**config.mk**
```make
export PLATFORM = sky130hd
export DESIGN_NAME = axi4_eth_mm_master
export DESIGN_NICKNAME = d
export VERILOG_FILES = /design/src/rtl/eth_axi_pkg.sv /design/src/rtl/axi4_eth_mm_master.sv
export SDC_FILE = /design/constraint.sdc
export NUM_CORES = 1
export LEC_CHECK = 0
export CAP_MARGIN = 30
export CELL_PAD_IN_SITES_DETAIL_PLACEMENT = 1
export CELL_PAD_IN_SITES_GLOBAL_PLACEMENT = 2
export CORE_UTILIZATION = 29
export CTS_CLUSTER_DIAMETER = 120
export DETAILED_ROUTE_END_ITERATION = 10
export DONT_BUFFER_PORTS = 1
export PLACE_DENSITY = 0.78
export REMOVE_ABC_BUFFERS = 1
export SKIP_LAST_GASP = 1
export SLEW_MARGIN = 20
export SYNTH_ARGS = -nofsm -noshare
export SYNTH_HDL_FRONTEND = slang
export SYNTH_SLANG_ARGS = --single-unit
export TNS_END_PERCENT = 100
```
**constraint.sdc**
```tcl
create_clock -name clk -period 1.7 [get_ports clk]
set_input_delay 0.425 -clock clk [delete_from_list [all_inputs] [get_ports clk]]
set_output_delay 0.425 -clock clk [all_outputs]
set_load 0.005 [all_outputs]
```
**src/rtl/eth_axi_pkg.sv**
```systemverilog
// Shared types and AXI constants for the Ethernet MAC AXI4 master/slave pair.
// Holds the master FSM state encoding and the AXI size helper.
package eth_axi_pkg;

    typedef enum logic [2:0] {
        S_IDLE = 3'd0,
        S_AW   = 3'd1,
        S_W    = 3'd2,
        S_B    = 3'd3,
        S_AR   = 3'd4,
        S_R    = 3'd5,
        S_DONE = 3'd6
    } state_t;

    localparam logic [1:0] BURST_INCR  = 2'b01;
    localparam logic [1:0] RESP_OKAY   = 2'b00;
    localparam logic [1:0] RESP_SLVERR = 2'b10;

    // AXI AxSIZE encoding for a full-width beat; only 32- and 64-bit buses exist here.
    function automatic logic [2:0] axi_size_f(input int data_width);
        return (data_width == 64) ? 3'd3 : 3'd2;
    endfunction

endpackage

```
**src/rtl/axi4_eth_mm_master.sv**
```systemverilog
// AXI4 INCR burst initiator: one command at a time, write data from a local stream, read data to a local stream.
// Define AXI4_ETH_MM_4K_CHECK_EN to reject bursts that would cross a 4 KiB boundary.
module axi4_eth_mm_master
    import eth_axi_pkg::*;
#(
    parameter int ADDR_WIDTH = 16,
    parameter int DATA_WIDTH = 32,
    parameter int ID_WIDTH   = 4,
    parameter int TXN_ID     = 0
) (
    input  logic                    clk,
    input  logic                    rst,

    input  logic                    cmd_valid,
    output logic                    cmd_ready,
    input  logic                    cmd_write,
    input  logic [ADDR_WIDTH-1:0]   cmd_addr,
    input  logic [7:0]              cmd_len,

    input  logic [DATA_WIDTH-1:0]   wr_data,
    input  logic                    wr_valid,
    output logic                    wr_ready,

    output logic [DATA_WIDTH-1:0]   rd_data,
    output logic                    rd_valid,
    input  logic                    rd_ready,
    output logic                    rd_last,

    output logic                    busy,
    output logic                    done,
    output logic                    err,
    output logic [2:0]              state_dbg,

    output logic [ID_WIDTH-1:0]     m_axi_awid,
    output logic [ADDR_WIDTH-1:0]   m_axi_awaddr,
    output logic [7:0]              m_axi_awlen,
    output logic [2:0]              m_axi_awsize,
    output logic [1:0]              m_axi_awburst,
    output logic                    m_axi_awvalid,
    input  logic                    m_axi_awready,

    output logic [DATA_WIDTH-1:0]   m_axi_wdata,
    output logic [DATA_WIDTH/8-1:0] m_axi_wstrb,
    output logic                    m_axi_wlast,
    output logic                    m_axi_wvalid,
    input  logic                    m_axi_wready,

    input  logic [ID_WIDTH-1:0]     m_axi_bid,
    input  logic [1:0]              m_axi_bresp,
    input  logic                    m_axi_bvalid,
    output logic                    m_axi_bready,

    output logic [ID_WIDTH-1:0]     m_axi_arid,
    output logic [ADDR_WIDTH-1:0]   m_axi_araddr,
    output logic [7:0]              m_axi_arlen,
    output logic [2:0]              m_axi_arsize,
    output logic [1:0]              m_axi_arburst,
    output logic                    m_axi_arvalid,
    input  logic                    m_axi_arready,

    input  logic [ID_WIDTH-1:0]     m_axi_rid,
    input  logic [DATA_WIDTH-1:0]   m_axi_rdata,
    input  logic [1:0]              m_axi_rresp,
    input  logic                    m_axi_rlast,
    input  logic                    m_axi_rvalid,
    output logic                    m_axi_rready
);

    localparam logic [2:0] AXSIZE = axi_size_f(DATA_WIDTH);

    // Every channel transfers on a cycle where valid and ready are both high; a
    // source holds valid and its payload stable until that cycle, and never
    // waits on ready before raising valid.
    state_t                  state;
    logic [ADDR_WIDTH-1:0]   addr_q;
    logic [7:0]              len_q;
    logic [7:0]              cnt;
    logic                    last_beat;
    logic                    w_fire;
    logic                    r_fire;

    assign last_beat = (cnt == len_q);
    assign w_fire    = (state == S_W) && wr_valid && m_axi_wready;
    assign r_fire    = (state == S_R) && m_axi_rvalid && rd_ready;
    assign state_dbg = state;

`ifdef AXI4_ETH_MM_4K_CHECK_EN
    // End offset of the burst within its 4 KiB page; anything past 4096 spills over.
    logic [13:0] span_end;
    logic        crosses_4k;
    assign span_end   = 14'(cmd_addr[11:0]) + ((14'(cmd_len) + 14'd1) << AXSIZE);
    assign crosses_4k = (span_end > 14'd4096);
`endif

    assign m_axi_awid    = ID_WIDTH'(TXN_ID);
    assign m_axi_awaddr  = addr_q;
    assign m_axi_awlen   = len_q;
    assign m_axi_awsize  = AXSIZE;
    assign m_axi_awburst = BURST_INCR;
    assign m_axi_arid    = ID_WIDTH'(TXN_ID);
    assign m_axi_araddr  = addr_q;
    assign m_axi_arlen   = len_q;
    assign m_axi_arsize  = AXSIZE;
    assign m_axi_arburst = BURST_INCR;

    // Data channels are pure pass-through while their phase is active.
    assign m_axi_wdata  = wr_data;
    assign m_axi_wstrb  = '1;
    assign m_axi_wvalid = (state == S_W) && wr_valid;
    assign m_axi_wlast  = (state == S_W) && last_beat;
    assign wr_ready     = (state == S_W) && m_axi_wready;

    assign rd_data      = m_axi_rdata;
    assign rd_valid     = (state == S_R) && m_axi_rvalid;
    assign rd_last      = (state == S_R) && last_beat;
    assign m_axi_rready = (state == S_R) && rd_ready;

    logic unused_ok;
    assign unused_ok = ^{m_axi_bid, m_axi_rid};

    always_ff @(posedge clk or posedge rst) begin
        if (rst) begin
            state         <= S_IDLE;
            addr_q        <= '0;
            len_q         <= '0;
            cnt           <= '0;
            cmd_ready     <= 1'b1;
            busy          <= 1'b0;
            done          <= 1'b0;
            err           <= 1'b0;
            m_axi_awvalid <= 1'b0;
            m_axi_arvalid <= 1'b0;
            m_axi_bready  <= 1'b0;
        end else begin
            case (state)
                S_IDLE: begin
                    if (cmd_valid) begin
                        addr_q    <= cmd_addr;
                        len_q     <= cmd_len;
                        cnt       <= '0;
                        err       <= 1'b0;
                        cmd_ready <= 1'b0;
                        busy      <= 1'b1;
`ifdef AXI4_ETH_MM_4K_CHECK_EN
                        if (crosses_4k) begin
                            state <= S_DONE;
                            done  <= 1'b1;
                            err   <= 1'b1;
                        end else
`endif
                        if (cmd_write) begin
                            state         <= S_AW;
                            m_axi_awvalid <= 1'b1;
                        end else begin
                            state         <= S_AR;
                            m_axi_arvalid <= 1'b1;
                        end
                    end
                end
                S_AW: begin
                    if (m_axi_awready) begin
                        m_axi_awvalid <= 1'b0;
                        state         <= S_W;
                    end
                end
                S_W: begin
                    if (w_fire) begin
                        cnt <= cnt + 8'd1;
                        if (last_beat) begin
                            state        <= S_B;
                            m_axi_bready <= 1'b1;
                        end
                    end
                end
                S_B: begin
                    if (m_axi_bvalid) begin
                        m_axi_bready <= 1'b0;
                        if (m_axi_bresp != RESP_OKAY) err <= 1'b1;
                        state <= S_DONE;
                        done  <= 1'b1;
                    end
                end
                S_AR: begin
                    if (m_axi_arready) begin
                        m_axi_arvalid <= 1'b0;
                        state         <= S_R;
                    end
                end
                S_R: begin
                    if (r_fire) begin
                        cnt <= cnt + 8'd1;
                        // rlast must agree with our own beat count, not terminate the burst.
                        if ((m_axi_rresp != RESP_OKAY) || (m_axi_rlast != last_beat)) err <= 1'b1;
                        if (last_beat) begin
                            state <= S_DONE;
                            done  <= 1'b1;
                        end
                    end
                end
                S_DONE: begin
                    done      <= 1'b0;
                    busy      <= 1'b0;
                    cmd_ready <= 1'b1;
                    state     <= S_IDLE;
                end
                default: state <= S_IDLE;
            endcase
        end
    end

endmodule

```
==> summary.md <==
| Metric | Value |
|---|---|
| Crit. Startpoint | m_axi_arlen[7] |
| Number of max-cap violations | 0 |
| Die ar. | 10320 sq um |
| RD Place Congestion | 0.8387 |
| Vias per inst | roughly 4.8 |
| Gr usage total | ~24% |
| Die Width | ~100 microns |
| Failing checks | setup timing |
| Layout cells sized above 1 | about two fifths |
| GRT overflow | 0 |
| Largest net degree at the start of global routing | 25 |
| R2R Path Start | state_dbg[1] |
| Clock sink count | 42 |
| Met2 Wirelength | ~6.5 mm |
| Syn. warnings | 0 |
| Die Ht | slightly above 100 microns |
| CTS tree | built |
| RSZ-0062 raised after global routing | yes |
| Pre-CTS setup slack | -0.02748 ns |
| Clk_skew | between 0.01 and 0.015 ns |
| Total core area | roughly 9400 sq um |
| Final setup viols | 5 |
| Via count | between 1.5k and 2k |
| Wirelength per Cell | approximately 33 microns |
| Syn Area/Cell | about 10 sq um |
| CP required | roughly 1.3 ns |
| First-pass GRT wire length | between 15 and 20 mm |
| Worst path bufs/invs | 0 |
| Final hold vios | 0 |
| Fill cell count | 1081 |
| Fin util | between 20% and 30% |
| CTS root buf | clkbuf_8 |
| Residual DRC count | 0 |
| Layout area overhead | -3.175% |
| Final nets | 360 |
| Initial core utilization | a little under a third |
| Antenna violations before repair | 0 |
| CP max FO | 2 |
| Crit-path cells | xnor2_1, nand4_1, or2_4, nor2_4 |
| IO buf count | 0 |
| Synth cell types | 47 |
| H-tree depth | 2 |
| Vias in the first global route | around 1.8k |
| DR WL met3 | about 3.3 mm |
| Worst setup EP type | output port |
| Final HPWL DP | ~11 mm |
| Clk Latency, worst-skew pair | approximately 0.30 ns |
| Antenna Violating Nets Remaining | 0 |
| Crit path capture | rd_last |
| Seq/Total Area, Yosys | 36.58% |
| Worst min path class | in2async |
| CTS max path bufs | 2 |
| Power per cell area | around 1700 nW/um^2 |
| Cell Rows | 35 |
| Synth Register Bits | between 40 and 50 |
| WL met1 | around 2.4 mm |
| Clock transition at path regs | around 0.090 ns |
| Total CTS buffers | 5 |
| R2r endpoint | state_dbg[0] |
| Max Clk Rate | ~530 MHz |
| Outcome | finished, violations left |
| DR pass1 iterations | 4 |
| Setup CP Type | reg2out |
| Static Leak | 1.262 nW |
| Final WL | ~13 mm |
| Antenna Cells | 0 |
| Ports | between 200 and 300 |
| Post-route setup slack | -0.1734 ns |
| Min cycle time layout | 1.873 ns |
| Worst setup SP type | flop |
| Reg2Reg Depth | 6 |
| Crit. path cell count | 4 |
| Final Slew Violations | 0 |
| Max stage delay on crit path | approximately 0.41 ns |
| Post-synthesis cell count | approximately 290 |
| FF-to-FF setup slack | -0.04 ns |
| Initial DRC Count | 46 |
| Synth Cell Area | 2877 sq um |
| CP top delay family | simple AND/OR/NAND/NOR gates |
| Peak supply drop | about 0.00053 V |
| Highest metal used | met4 |
| Final period utilization | 110.2% |
| Slowest CP cell | dfrtp_1 |
| Crit path arrival time | roughly 1.5 ns |
## kinds of logic (layout without fill, tap and decap cells)
group                      after synthesis  count (layout)  synth area share, %
other                                    2              22               0.2611
adders and majority gates                1               1               0.4349
buffers and inverters                  120              55                30.58
AOI/OAI and AO/OA                       30              30                7.265
xor gates and xnor gates                13              13                3.958
DFF                                     42              42                36.58
and+or+nand+nor                         58              58                10.40
muxes                                   27              27                10.53
## cells in the final DEF, fill, tap and decap left out, types with 3 or more instances in the layout
cell / instances
buf_6: 4
buf_4: 38
o21ai_0: 6
and3_1: 3
mux2_2: 25
xor2_1: 4
a21oi_1: 4
nand2_1: 11
xnor2_1: 9
nor2_2: 3
and2_4: 6
conb_1: 22
nor2_1: 17
clkbuf_8: 5
dfrtp_1: 39
nand3_1: 3
## per-layer routing
metal | GRT usage (%) | vias up
met2 | 44.65 | 180
met3 | 27.05 | 16
met5 | 0.9615 | -
met4 | 7.246 | 0
li1 | - | 743
met1 | 13.61 | 860
## flip-flops by register name (all words and copies together) (netlist names)
signal and flops:
m_axi_awvalid 1, cmd_ready 1, cnt 8, busy 1, m_axi_arvalid 1, m_axi_araddr 16
state_dbg 3, done 1, err 1, m_axi_bready 1, m_axi_arlen 8
## cell type report
| type | count | area (sq um) | share of cell area, % |
|---|---|---|---|
| Multi-Input combinational cell | 151 | 1101 | 39.53 |
| Sequential cell | 42 | 1055 | 37.87 |
| Timing Repair Buffer | 44 | 370.4 | 13.30 |
| Tap cell | 129 | 161.4 | 5.795 |
| Clock buffer | 6 | 72.57 | 2.606 |
| Clock inverter | 2 | 13.76 | 0.4942 |
| Inverter | 3 | 11.26 | 0.4043 |
## cell usage after synthesis, drive strengths merged
master	instances	area, sq um
a211oi	1	7.510
xor2	4	35.03
dfrtp	41	1026
and3	3	18.77
a31o	1	8.760
and2	6	37.54
o211ai	1	7.510
and3b	1	8.760
a21o	1	7.510
nand2	11	41.29
or2	1	6.260
a31oi	1	6.260
o2bb2ai	1	8.760
a21boi	1	11.26
nor2b	3	18.77
or3	1	6.260
o2111ai	2	17.52
ha	1	12.51
mux2i	1	10.01
nand2b	2	12.51
mux2	26	292.8
a21oi	4	20.02
nand3	4	25.02
inv	3	11.26
o21ai	8	40.04
buf	117	868.3
and4b	1	10.01
nand4	2	12.51
conb	2	7.510
o22ai	2	12.51
nor2	21	81.33
a32oi	1	8.760
xnor2	9	78.83
nor3b	1	12.51
a22oi	1	7.510
o21bai	1	7.510
a32o	2	20.02
a22o	2	17.52
nand3b	1	7.510
dfstp	1	26.28
## power by group
part | internal (mW) | switching, mW
clock | 0.291 | 0.371
combinational | 1.23 | 0.952
sequential | 1.43 | 0.421
total | 2.95 | 1.74
## stage by stage
stage	setup TNS (ns)	total power, mW	hold WS (ns)	cells	cell area, sq um
after global placement	0	3.617	0.3393	354	2487
after floorplan	-0.05226	2.919	0.4746	196	2083
final	-0.4597	4.696	0.001804	377	2785
after detailed placement	-0.02748	3.693	0.3407	354	2487
after global routing	-0.9228	5.041	0.008316	377	2785
after CTS	-0.4417	4.572	0.008587	371	2686
## worst reg2reg max path, stage by stage (launching register included)
cell	delay (ns)
dfrtp_2	0.46
buf_4	0.15
mux2i_1	0.13
a32o_2	0.26
nand3b_1	0.20
o22ai_4	0.13
mux2_4	0.31
## worst min-delay path by stage
stage	endpoint	cells after the start
after floorplan	m_axi_arvalid	2
after global placement	busy	1
after detailed placement	m_axi_arlen[5]	1
after CTS	cnt[6]	1
after global routing	busy	1
final	cnt[5]	1
## timing repair
action                                 in CTS  in global routing
pin swaps                                   7                  8
setup buffers                               9                  6
endpoints found under the hold margin       0                  0
hold buffers                                0                  0
gates resized for setup                    14                 16
setup endpoints to repair                   7                 15
(Power assumes the default switching activity.)
